<file path="src/rtl/sc_fir_pkg.sv">
// Shared constants and types for the SC FIR datapath.
// Used by the stream encoder and its de Bruijn LFSR.
package sc_fir_pkg;

  localparam int N      = 12;
  localparam int LENGTH = 19;
  localparam int POW2N  = 1 << N;

  typedef logic [N:0] tap_t;
  typedef tap_t [LENGTH-1:0] taps_t;

  localparam logic [N-1:0] LFSR_POLY    = 12'hE08;
  localparam logic [N-1:0] SEED_DEFAULT = 12'hACE;
  localparam tap_t         TAP_MAX      = tap_t'(POW2N);

  typedef enum logic {
    IDLE = 1'b0,
    RUN  = 1'b1
  } enc_state_t;

  function automatic tap_t tap_sat(input tap_t v);
    return (v > TAP_MAX) ? TAP_MAX : v;
  endfunction

endpackage

</file>
<file path="src/rtl/sc_lfsr_db.sv">
// 12-bit Fibonacci de Bruijn LFSR, full 2^N period.
// Includes the all-zero state via the NOR-of-low-bits term.
module sc_lfsr_db
  import sc_fir_pkg::*;
#(
  parameter logic [N-1:0] SEED = SEED_DEFAULT
) (
  input  logic         clock,
  input  logic         reset_n,
  input  logic         load,
  input  logic         enable,
  output logic [N-1:0] value
);

  logic fb;

  assign fb = (^(value & LFSR_POLY)) ^ (value[N-2:0] == '0);

  // state register: restart on load, step on enable
  always_ff @(posedge clock or negedge reset_n) begin
    if (!reset_n) begin
      value <= SEED;
    end else if (load) begin
      value <= SEED;
    end else if (enable) begin
      value <= {value[N-2:0], fb};
    end
  end

endmodule

</file>
<file path="src/rtl/sc_stream_encoder.sv">
// Binary-to-stochastic encoder: tap delay line, frame
// sequencer and comparator bank feeding the weighted adder.
module sc_stream_encoder
  import sc_fir_pkg::*;
#(
  parameter logic [N-1:0] SEED = SEED_DEFAULT
) (
  input  logic                    clock,
  input  logic                    reset_n,
  input  logic [N:0]              sample_in,
  input  logic                    sample_valid,
  output logic                    sample_ready,
  output logic [LENGTH-1:0][N:0]  taps,
  output logic [N-1:0]            r_y,
  output logic [N-1:0]            sel_bits,
  output logic [LENGTH-1:0]       sn_bits,
  output logic                    start,
  output logic                    frame_done
);

  enc_state_t   state;
  enc_state_t   state_nxt;
  logic         accept;
  logic         step;
  logic         ry_live;
  logic [N-1:0] lfsr_q;

  // handshake, frame markers and next state
  always_comb begin
    start        = 1'b0;
    frame_done   = 1'b0;
    sample_ready = 1'b0;
    state_nxt    = state;
    unique case (state)
      IDLE: begin
        sample_ready = 1'b1;
      end
      RUN: begin
        start        = (sel_bits == '0);
        frame_done   = (sel_bits == '1);
        sample_ready = frame_done;
      end
      default: ;
    endcase
    accept = sample_valid & sample_ready;
    if (accept) begin
      state_nxt = RUN;
    end else if (frame_done) begin
      state_nxt = IDLE;
    end
  end

  assign step = (state == RUN) & ~frame_done;

  // FSM state register
  always_ff @(posedge clock or negedge reset_n) begin
    if (!reset_n) begin
      state <= IDLE;
    end else begin
      state <= state_nxt;
    end
  end

  // delay line and frame cycle counter
  always_ff @(posedge clock or negedge reset_n) begin
    if (!reset_n) begin
      taps     <= '0;
      sel_bits <= '1;
      ry_live  <= 1'b0;
    end else if (accept) begin
      taps     <= {taps[LENGTH-2:0], tap_sat(sample_in)};
      sel_bits <= '0;
      ry_live  <= 1'b1;
    end else if (step) begin
      sel_bits <= sel_bits + 1'b1;
    end
  end

  sc_lfsr_db #(
    .SEED (SEED)
  ) u_lfsr (
    .clock   (clock),
    .reset_n (reset_n),
    .load    (accept),
    .enable  (step),
    .value   (lfsr_q)
  );

  // r_y reads zero until the first frame has loaded the LFSR
  assign r_y = ry_live ? lfsr_q : '0;

  // per-tap comparators, unsigned against zero-extended r_y
  always_comb begin
    sn_bits = '0;
    for (int i = 0; i < LENGTH; i++) begin
      sn_bits[i] = (taps[i] > {1'b0, r_y});
    end
  end

endmodule

</file>
<file path="config.mk">
export PLATFORM = sky130hd
export DESIGN_NAME = sc_stream_encoder
export DESIGN_NICKNAME = d
export VERILOG_FILES = /design/src/rtl/sc_fir_pkg.sv /design/src/rtl/sc_lfsr_db.sv /design/src/rtl/sc_stream_encoder.sv
export SDC_FILE = /design/constraint.sdc
export NUM_CORES = 1
export LEC_CHECK = 0
export BUFFER_PORTS_ARGS = -buffer_cell sky130_fd_sc_hd__buf_2
export CORE_MARGIN = 4
export CORE_UTILIZATION = 35
export DETAILED_ROUTE_END_ITERATION = 7
export SYNTH_ARGS = -nofsm -noshare
export SYNTH_HDL_FRONTEND = slang
export SYNTH_HIERARCHICAL = 1
export SYNTH_SLANG_ARGS = --single-unit
</file>
<file path="constraint.sdc">
create_clock -name clock -period 4.2 [get_ports clock]
set_clock_uncertainty 0.05 [all_clocks]
set_input_delay 0.42 -clock clock [delete_from_list [all_inputs] [get_ports clock]]
set_output_delay 0.42 -clock clock [all_outputs]
set_load 0.02 [all_outputs]
</file>
==> impl_results.rst, run 1 <==
.. list-table::
   :header-rows: 1

   * - Metric
     - Value
   * - Post-synthesis async set-or-reset flop share
     - 100%
   * - Total Routing Usage GR
     - 21.0%
   * - Peak per-stage delay on the critical path
     - 0.61 ns
   * - Startpoint kind of the worst setup timing path
     - register
   * - CTS H-Tree Depth
     - 2
   * - Starting Density
     - 35.8%
   * - Biggest area consumer among synthesized cells
     - sky130_fd_sc_hd__dfrtp_1
   * - Number of instances in the synthesized netlist
     - 1781
   * - Worst IR Drop VDD
     - 0.254 mV
   * - Post-route DRC violation count
     - 0
   * - Multi-input logic area
     - 8430 sq um
   * - GP Congestion
     - 0.852
   * - Cell with the most instances after synthesis
     - sky130_fd_sc_hd__nand2_1
   * - Floorplan die height
     - 221 um
   * - Tightest Pin Transition
     - 1.09 ns
   * - Area Growth Syn to Fin
     - 20.4%
   * - Mean number of vias per cell
     - 5.18
   * - Port-buffer cells
     - 308
   * - Pre-Repair DR Iteration Count
     - 6
   * - Rows
     - 77
   * - Final hold slack
     - 0.0717 ns
   * - Count of filler cells inserted in the layout
     - 4364
   * - Die boundary width
     - 221 um
   * - Crit path cell chain
     - nand2_2 > buf_4 > ha_1 > a21o_1 > nand3_1 > a21oi_1 > a2111oi_0 > a21oi_1 > buf_2
   * - Half-perimeter wire length after detailed placement
     - 37.0 mm
   * - Die outline area
     - 49000 sq um
   * - CP required
     - 3.73 ns
   * - Share of the synthesized area in the top cell type
     - 39.9%
   * - Overall power of the completed layout
     - 5.95 mW
   * - # setup viols final
     - 0
   * - Post-route clock period utilization
     - 90.6%
   * - Remaining global-route overflow
     - 0
   * - FF+latch count, synth
     - 273
   * - Clock edge transition at the registers on the reported setup and hold paths
     - 0.06 ns
   * - Final Hold Viols
     - 0
   * - Via count
     - 13959
   * - Footprint of the flip-flops and latches
     - 6860 sq um
   * - Number of enable-type register cells in the synthesized netlist
     - 0
   * - Number of clock buffers inserted by TritonCTS
     - 34
   * - Antenna diode count
     - 0
   * - # nets final
     - 2327
   * - Routed Wire Length
     - 53.3 mm
   * - Endpoint kind of the worst setup timing path
     - output pin
   * - Clk Latency, worst-skew pair
     - 0.55 ns
   * - Number of distinct standard cells referenced by the synthesized netlist
     - 54
   * - Number of violations of the max-capacitance limit
     - 0
   * - CTS Sinks
     - 273
   * - Initial antenna violation count
     - 0
   * - Cell type with the highest occurrence count on the critical path
     - sky130_fd_sc_hd__a21oi_1
   * - Count of synthesis-stage warnings from yosys
     - 6
   * - Gate family responsible for the most delay along the worst path
     - compound AO/OA/AOI/OAI gates
   * - Wire length of the first global-routing pass
     - 82.8 mm
   * - Share of layout cells above drive strength 1
     - 20.1%
   * - Number of global-route vias before repair
     - 13986
   * - TritonCTS clock tree
     - yes
   * - Antenna Nets Post-Route
     - 0
   * - Setup total negative slack
     - 0 ns
   * - Leading cell types by total area after synthesis
     - sky130_fd_sc_hd__dfrtp_1 40%, sky130_fd_sc_hd__ha_1 18%, sky130_fd_sc_hd__nand2_1 17%, sky130_fd_sc_hd__dfstp_2 3.1%, sky130_fd_sc_hd__buf_6 2.2%
   * - Prevailing post-synth register cell
     - sky130_fd_sc_hd__dfrtp_1
   * - Leak pwr
     - 11.1 nW
   * - Power per cell area
     - 310 nW/um^2
   * - Initial DRC count
     - 862
   * - Routed wire per std cell
     - 19.8 um
   * - Cell types with the highest counts after synthesis
     - 720 x sky130_fd_sc_hd__nand2_1, 254 x sky130_fd_sc_hd__dfrtp_1, 230 x sky130_fd_sc_hd__ha_1
   * - Hold/Removal Path Class
     - primary input to register
   * - Clk buf depth
     - 3
   * - Average cell area after synthesis
     - 8.96 sq um
   * - Critical path buffer and inverter count
     - 2
   * - Status
     - finished clean
   * - Sequential share of the synthesized area
     - 43.0%
   * - Number of ports placed on the die boundary
     - 309
   * - Setup repair after global routing missed its margin
     - no
   * - Post-Syn Area
     - 15900 sq um
   * - Number of pins with negative max-slew slack in the final report
     - 0
   * - Post-CTS setup-driven buffer insertion count
     - 0
   * - Root cell of the clock tree
     - sky130_fd_sc_hd__clkbuf_16
   * - Slowest cell on the critical path
     - sky130_fd_sc_hd__dfrtp_2
   * - Data arrival, critical path
     - 3.34 ns
   * - Final standard cell utilization of the core
     - 43.1%
   * - Placeable core region
     - 44600 sq um
   * - Post-layout minimum cycle time
     - 3.81 ns
   * - Relative max-transition margin
     - 27.3%
   * - Post-Synthesis Net Count
     - 2027
   * - Worst Path Class, Setup
     - register to output pin
   * - Fmax
     - 263 MHz
   * - Critical Path Fanout Max
     - 13
   * - Pin count of the biggest net entering global routing
     - 119
[layout make-up]
type,count,area share (%)
Timing Repair Buffer,326,9.06
Inverter,53,1.07
Clock buffer,48,5.23
Multi-Input combinational cell,1393,43.9
Tap cell,592,3.86
Sequential cell,273,35.7
Clock inverter,11,1.19
[worst min-delay path, stage by stage]
cell                       delay, ns
sky130_fd_sc_hd__buf_2          0.10
sky130_fd_sc_hd__nand2b_1       0.06
sky130_fd_sc_hd__o21ai_1        0.05
[where the power goes]
part / switching [mW] / total [mW] / leakage (nW) / internal (mW)
Sequential: 0 / 2.63 / 3.63 / 2.63
Clock: 1.20 / 3.24 / 0.605 / 2.04
Combinational: 0.0596 / 0.0734 / 6.91 / 0.0138
[final timing paths]
path	cells after the start	slack [ns]	endpoint	startpoint
setup / recovery	9	0.39	sn_bits[4]	ry_live$_DFFE_PN0P_
hold / removal	3	0.07	taps[3]$_DFFE_PN0P_	sample_in[3]
setup reg to reg	8	0.90	taps[122]$_DFFE_PN0P_	sel_bits[0]$_DFFE_PN1P_
hold reg to reg	2	0.47	taps[104]$_DFFE_PN0P_	taps[91]$_DFFE_PN0P_
max in group asynchronous	3	2.51	sel_bits[0]$_DFFE_PN1P_	reset_n
min in group asynchronous	2	0.53	taps[92]$_DFFE_PN0P_	reset_n
[logic make-up after synthesis]
group / count (synthesis) / synth area share, %
DFF: 273 / 43.0
xor gates and xnor gates: 6 / 0.330
muxes: 4 / 0.251
adders and majority gates: 230 / 18.0
buffers and inverters: 115 / 4.55
AOI/OAI and AO/OA: 227 / 9.09
and+or+nand+nor: 926 / 24.8
[sequential cells by signal, indices dropped and copies added, names as in the netlist]
signal,cells
ry_live,1
taps,247
u_lfsr/value,12
state,1
sel_bits,12
[through the flow]
step / area [sq um] / cells / worst slack (ns)
after floorplan: 15900 / 1781 / 1.37
after global placement: 17900 / 2636 / 0.837
after detailed placement: 17900 / 2636 / 0.652
after CTS: 19200 / 2696 / 0.0441
after global routing: 19200 / 2696 / 0.209
final: 19200 / 2696 / 0.395
[cell usage in the layout (no fill, tap or decap), drive strengths merged, types with 4 or more instances in the layout]
master	instances
nand2	721
buf	325
dfrtp	254
ha	230
o21ai	63
a21oi	56
inv	53
clkbuf	48
nor2b	38
a21o	37
nor2	34
nand4	32
nand3	25
a211oi	21
dfstp	19
and3	17
nand2b	14
nor4	12
nand4b	9
o31ai	9
or3	7
a31oi	7
a211o	7
a2111oi	6
bufinv	6
and2	5
clkinv	5
o21a	4
a31o	4
and4	4
mux2i	4
[repair_timing]
action                                 CTS  global route
setup endpoints to repair                0             3
endpoints found under the hold margin  115             0
gates resized for setup                  0             5
hold buffers                             1             0
[routing by layer]
metal | global-route usage (%) | vias up | part of all wire, %
li1 | - | 6651 | -
met1 | 28.4 | 6859 | 45
met2 | 35.1 | 375 | 47
met3 | 3.64 | 74 | 5.3
met4 | 5.74 | 0 | 2.2
met5 | 0 | - | 0
Power figures use the tool's default switching activity.
==> inputs of run 2 (changes only) <==
- CORE_UTILIZATION: 35 -> 50
- CTS_BUF_LIST: not set -> sky130_fd_sc_hd__clkbuf_4 sky130_fd_sc_hd__clkbuf_8
- PLACE_DENSITY: not set -> 0.73
==> impl_results.rst, run 2 (synthesis gave the netlist of run 1 again) <==
.. list-table::
   :header-rows: 1

   * - Metric
     - Value
   * - Wire length of the first global-routing pass
     - 77.6 mm
   * - Endpoint kind of the worst setup timing path
     - output pin
   * - Commonest non-fill, non-tap cell in the layout
     - sky130_fd_sc_hd__nand2_1
   * - Pre-Repair DR Iteration Count
     - 6
   * - Starting Density
     - 50.7%
   * - Footprint of the flip-flops and latches
     - 6860 sq um
   * - Area Growth Syn to Fin
     - 18.0%
   * - Crit Reg-Reg Endpoint
     - taps[184]$_DFFE_PN0P_
   * - Share of layout cells above drive strength 1
     - 21.0%
   * - Part of the total power dissipated in the clock network
     - 50.1%
   * - Met1 usage
     - 37.0%
   * - NetSw
     - 1.21 mW
   * - Tightest Pin Transition
     - 0.977 ns
   * - Top reg by flops
     - taps
   * - Number of gates resized after CTS
     - 0
   * - Worst IR Drop VDD
     - 0.194 mV
   * - Antenna diode count
     - 0
   * - Post-Place Cells
     - 2451
   * - Number of pins with negative max-slew slack in the final report
     - 0
   * - Fmax
     - 258 MHz
   * - Initial DRC count
     - 1013
   * - Number of ports placed on the die boundary
     - 309
   * - Half-perimeter wire length after detailed placement
     - 33.8 mm
   * - Register-to-register setup slack
     - 1.00 ns
   * - Routed wire per std cell
     - 19.2 um
   * - Setup total negative slack
     - 0 ns
   * - Rows
     - 65
   * - Post-layout minimum cycle time
     - 3.88 ns
   * - Startpoint kind of the worst setup timing path
     - register
   * - Number of violations of the max-capacitance limit
     - 0
   * - Largest registers in the final layout
     - taps: 247 flops, sel_bits: 12 flops, u_lfsr/value: 12 flops
   * - CTS Sinks
     - 273
   * - GR met3 Demand/Resource
     - 4.64%
   * - Reg-to-reg critical path startpoint
     - sel_bits[0]$_DFFE_PN1P_
   * - Count of filler cells inserted in the layout
     - 2743
   * - Remaining global-route overflow
     - 0
   * - Port-buffer cells
     - 308
   * - Post-route DRC violation count
     - 0
   * - Worst Path Class, Setup
     - register to output pin
   * - Hold Startpoint
     - sample_in[1]
   * - CP required
     - 3.73 ns
   * - Power per cell area
     - 288 nW/um^2
   * - End of the worst hold path
     - taps[1]$_DFFE_PN0P_
   * - Multi-input logic area
     - 8380 sq um
   * - Clk buf depth
     - 3
   * - Final Hold Viols
     - 0
   * - Switching fraction of total power
     - 22.4%
   * - Critical Path Fanout Max
     - 13
   * - Pin count of the biggest net entering global routing
     - 123
   * - Fraction of power consumed by sequential logic
     - 48.6%
   * - Most frequent cells in the layout
     - 720 x sky130_fd_sc_hd__nand2_1, 307 x sky130_fd_sc_hd__buf_2, 254 x sky130_fd_sc_hd__dfrtp_1
   * - Leak pwr
     - 11.1 nW
   * - Routed Wire Length
     - 48.7 mm
   * - Cell depth of the worst flop-to-flop path
     - 8
   * - Hold/Removal Path Class
     - primary input to register
   * - Cell depth of the worst min-delay path
     - 3
   * - Non-filler cells, final
     - 2541
   * - Clock edge transition at the registers on the reported setup and hold paths
     - 0.07 ns
   * - Overall power of the completed layout
     - 5.41 mW
   * - Largest register FFs
     - 247
   * - Part of the total power dissipated in combinational logic
     - 1.3%
   * - Status
     - finished clean
   * - Antenna Nets Post-Route
     - 0
   * - Clk Latency, worst-skew pair
     - 0.56 ns
   * - Initial antenna violation count
     - 0
   * - Number of global-route vias before repair
     - 14029
   * - Root cell of the clock tree
     - sky130_fd_sc_hd__clkbuf_8
   * - GR peak layer
     - met2
   * - Internal power consumption
     - 4.20 mW
   * - Final standard cell utilization of the core
     - 59.8%
   * - Met2 global-route usage
     - 44.4%
   * - Data arrival, critical path
     - 3.41 ns
   * - Placeable core region
     - 31500 sq um
   * - Mean number of vias per cell
     - 5.53
   * - Setup repair after global routing missed its margin
     - no
   * - GP Congestion
     - 0.886
   * - Die boundary width
     - 187 um
   * - TritonCTS clock tree
     - yes
   * - Number of clock buffers inserted by TritonCTS
     - 49
   * - Post-route clock period utilization
     - 92.5%
   * - Total Routing Usage GR
     - 27.2%
   * - Floorplan die height
     - 187 um
   * - # nets final
     - 2347
   * - # setup viols final
     - 0
   * - Die outline area
     - 34800 sq um
   * - Relative max-transition margin
     - 34.9%
   * - Via count
     - 14042
   * - CTS H-Tree Depth
     - 2
==> run 2: cell types whose count changed in the layout (fill, tap and decap cells not counted), moves of 5 or more <==
cell / delta
sky130_fd_sc_hd__nand2_1: +11
sky130_fd_sc_hd__nand2_2: -7
sky130_fd_sc_hd__bufinv_16: -6
sky130_fd_sc_hd__clkbuf_16: -35
sky130_fd_sc_hd__clkbuf_1: -5
sky130_fd_sc_hd__clkbuf_8: +61
sky130_fd_sc_hd__clkbuf_4: +12
==> run 2: critical path: stages, from the launching register on <==
cell                      delay, ns
sky130_fd_sc_hd__dfrtp_1       0.54
sky130_fd_sc_hd__nand2_1       0.57
sky130_fd_sc_hd__buf_4         0.43
sky130_fd_sc_hd__ha_1          0.33
sky130_fd_sc_hd__nand4_1       0.14
sky130_fd_sc_hd__nor2_1        0.12
sky130_fd_sc_hd__o21ai_0       0.08
sky130_fd_sc_hd__a31o_2        0.23
sky130_fd_sc_hd__a21oi_1       0.21
sky130_fd_sc_hd__buf_2         0.21
==> run 2: what timing repair did <==
item / 4_1_cts / 5_1_grt
hold buffers: 1 / 0
hold endpoints to repair: 113 / 0
buffers inserted: 0 / 0
==> run 2: final cells by class <==
cell class              instances  share of cell area (%)
clock inverters                 8                   0.226
well taps                     402                    2.67
clock buffers                  81                    5.53
multi-input cells            1393                    44.5
repair buffers                331                    9.51
inverters                      53                    1.10
flip-flops and latches        273                    36.4
==> run 2: how the worst max path moves through the flow <==
| stage | end | slack, ns | start | cells after the start |
|---|---|---|---|---|
| floorplan | sn_bits[2] | 1.37 | ry_live$_DFFE_PN0P_ | 8 |
| global placement | sn_bits[0] | 1.00 | ry_live$_DFFE_PN0P_ | 9 |
| detailed placement | sn_bits[0] | 0.90 | ry_live$_DFFE_PN0P_ | 9 |
| CTS | sn_bits[0] | 0.28 | ry_live$_DFFE_PN0P_ | 9 |
| global route | sn_bits[0] | 0.10 | ry_live$_DFFE_PN0P_ | 9 |
| finish | sn_bits[0] | 0.32 | ry_live$_DFFE_PN0P_ | 9 |
==> run 2: layer usage <==
| layer | part of all wire (%) | up-vias |
|---|---|---|
| met2 | 47 | 529 |
| met5 | 0 | - |
| met1 | 43 | 6716 |
| met3 | 6.5 | 119 |
| met4 | 3.4 | 0 |
| li1 | - | 6678 |
==> run 2: power by group through the flow <==
stage	clock [mW]	sequential (mW)	combinational (mW)
finish	2.71	2.63	0.0720
global route	2.88	2.63	0.0850
CTS	2.76	2.63	0.0758
detailed placement	0	2.68	0.0753
global placement	0	2.68	0.0732
floorplan	0	2.68	0.00504
==> run 2: through the flow <==
stage / setup slack (ns) / instance area, sq um / hold WS [ns]
after floorplan: 1.37 / 15900 / 0.0744
final: 0.317 / 18800 / 0.0431
after global placement: 1.00 / 17700 / 0.442
after global routing: 0.105 / 18800 / 0.0249
after CTS: 0.283 / 18800 / 0.0156
after detailed placement: 0.898 / 17700 / 0.444
==> inputs of run 3 (changes only) <==
- PLACE_DENSITY: 0.73 -> not set
- PLACE_DENSITY_LB_ADDON: not set -> 0.25
==> impl_results.rst, run 3 (synthesis gave the netlist of run 1 again) <==
.. list-table::
   :header-rows: 1

   * - Metric
     - Value
   * - Clock edge transition at the registers on the reported setup and hold paths
     - 0.06 ns
   * - Number of global-route vias before repair
     - 14003
   * - Clk Latency, worst-skew pair
     - 0.56 ns
   * - Post-route DRC violation count
     - 0
   * - Peak per-stage delay on the critical path
     - 0.72 ns
   * - Register-to-register setup slack
     - 1.08 ns
   * - Worst Path Class, Setup
     - register to output pin
   * - CTS H-Tree Depth
     - 2
   * - Floorplan die height
     - 187 um
   * - Initial DRC count
     - 936
   * - Worst IR Drop VDD
     - 0.214 mV
   * - Fraction of power consumed by sequential logic
     - 47.3%
   * - Switching fraction of total power
     - 20.9%
   * - Fmax
     - 256 MHz
   * - Worst setup path startpoint
     - ry_live$_DFFE_PN0P_
   * - Status
     - finished clean
   * - Relative max-transition margin
     - 30.4%
   * - Reg-to-reg critical path startpoint
     - sel_bits[0]$_DFFE_PN1P_
   * - Routed wire per std cell
     - 19.1 um
   * - Number of clock buffers inserted by TritonCTS
     - 50
   * - Initial antenna violation count
     - 0
   * - Post-CTS setup-driven buffer insertion count
     - 0
   * - Overall power of the completed layout
     - 5.57 mW
   * - Die boundary width
     - 187 um
   * - Crit path cell chain
     - nand2_1 > ha_1 > and4b_1 > a2111oi_0 > o21ai_0 > o31a_1 > buf_2
   * - Antenna Nets Post-Route
     - 0
   * - Power per cell area
     - 295 nW/um^2
   * - GP Congestion
     - 0.880
   * - Largest registers in the final layout
     - taps: 247 flops, sel_bits: 12 flops, u_lfsr/value: 12 flops
   * - Most frequent cells in the layout
     - 720 x sky130_fd_sc_hd__nand2_1, 307 x sky130_fd_sc_hd__buf_2, 254 x sky130_fd_sc_hd__dfrtp_1
   * - Setup repair after global routing missed its margin
     - no
   * - Cell depth of the worst setup path
     - 7
   * - Final Hold Viols
     - 0
   * - Placeable core region
     - 31500 sq um
   * - Tightest Pin Transition
     - 1.04 ns
   * - Internal power consumption
     - 4.41 mW
   * - Mean number of vias per cell
     - 5.57
   * - Commonest non-fill, non-tap cell in the layout
     - sky130_fd_sc_hd__nand2_1
   * - Setup total negative slack
     - 0 ns
   * - Area Growth Syn to Fin
     - 18.3%
   * - Leak pwr
     - 11.1 nW
   * - Wire length of the first global-routing pass
     - 78.1 mm
   * - Remaining global-route overflow
     - 0
   * - Hold/Removal Path Class
     - primary input to register
   * - Pre-Repair DR Iteration Count
     - 5
   * - Critical Path Fanout Max
     - 16
   * - Port-buffer cells
     - 308
   * - Routed Wire Length
     - 48.5 mm
   * - Part of the total power dissipated in the clock network
     - 51.4%
   * - Number of gates resized after CTS
     - 0
   * - Clk buf depth
     - 3
   * - Crit Reg-Reg Endpoint
     - taps[186]$_DFFE_PN0P_
   * - # setup viols final
     - 0
   * - Via count
     - 14138
   * - Critical path buffer and inverter count
     - 1
   * - Half-perimeter wire length after detailed placement
     - 34.1 mm
   * - Top reg by flops
     - taps
   * - # nets final
     - 2348
   * - Startpoint kind of the worst setup timing path
     - register
   * - Post-route clock period utilization
     - 93.1%
   * - Capture point of the worst path
     - sn_bits[2]
   * - Die outline area
     - 34800 sq um
   * - Starting Density
     - 50.7%
   * - Antenna diode count
     - 0
   * - Number of pins with negative max-slew slack in the final report
     - 0
   * - CP required
     - 3.73 ns
   * - Largest register FFs
     - 247
   * - Part of the total power dissipated in combinational logic
     - 1.3%
   * - Final worst setup slack
     - 0.288 ns
   * - Data arrival, critical path
     - 3.44 ns
   * - Pin count of the biggest net entering global routing
     - 193
   * - Post-layout minimum cycle time
     - 3.91 ns
   * - Endpoint kind of the worst setup timing path
     - output pin
   * - Number of violations of the max-capacitance limit
     - 0
   * - Total Routing Usage GR
     - 27.4%
   * - NetSw
     - 1.17 mW
   * - Minimum setup slack after placement
     - 0.892 ns
   * - Number of buffers inserted by hold repair at cts
     - 1
   * - Gate family responsible for the most delay along the worst path
     - simple AND/OR/NAND/NOR gates
   * - Number of ports placed on the die boundary
     - 309
   * - Root cell of the clock tree
     - sky130_fd_sc_hd__clkbuf_8
   * - TritonCTS clock tree
     - yes
   * - Slowest cell on the critical path
     - sky130_fd_sc_hd__nand2_1
   * - CTS Sinks
     - 273
   * - Cell depth of the worst flop-to-flop path
     - 8
   * - Share of layout cells above drive strength 1
     - 21.0%
   * - Rows
     - 65
==> run 3: power groups by stage <==
stage                     combinational [mW]  clock [mW]  sequential (mW)
after detailed placement              0.0765           0             2.68
after CTS                             0.0770        2.93             2.63
final                                 0.0728        2.87             2.63
after global routing                  0.0863        3.06             2.63
after floorplan                      0.00504           0             2.68
after global placement                0.0752           0             2.68
==> run 3: layout make-up <==
class	count	area [sq um]
flip-flops and latches	273	6860
repair buffers	331	1780
clock buffers	79	968
clock inverters	9	170
fillers	2792	12600
inverters	53	206
multi-input cells	1393	8380
well taps	402	503
==> run 3: worst min-delay path: stages <==
cell	delay, ns
sky130_fd_sc_hd__buf_2	0.10
sky130_fd_sc_hd__nand2b_1	0.05
sky130_fd_sc_hd__o21ai_1	0.05
==> run 3: how the worst min path moves through the flow <==
stage                          start                       to  slack, ns  cells after the start
5_1_grt                 sample_valid  sel_bits[1]$_DFFE_PN1P_       0.05                      2
3_5_place_dp   taps[243]$_DFFE_PN0P_    taps[243]$_DFFE_PN0P_       0.45                      2
6_report                sample_in[4]      taps[4]$_DFFE_PN0P_       0.07                      3
2_1_floorplan                reset_n      ry_live$_DFFE_PN0P_       0.07                      0
4_1_cts                 sample_in[4]      taps[4]$_DFFE_PN0P_       0.03                      3
3_3_place_gp   taps[235]$_DFFE_PN0P_    taps[235]$_DFFE_PN0P_       0.44                      2
==> run 3: routing by layer <==
metal	up-vias	share of wire (%)	track usage (%)	wire length, um
met1	6853	44	37.6	21100
met2	492	46	43.7	22500
met5	-	0	0	0
met4	0	3.4	9.67	1660
li1	6680	-	-	-
met3	113	6.6	5.39	3180
==> run 3: metrics by stage <==
stage,hold WS (ns),utilization [%],std cells,area (sq um)
detailed placement,0.447,56.3,2451,17700
global placement,0.439,56.3,2451,17700
global route,0.0525,59.9,2540,18900
finish,0.0667,59.9,2540,18900
CTS,0.0282,59.9,2540,18900
floorplan,0.0744,-,1781,15900
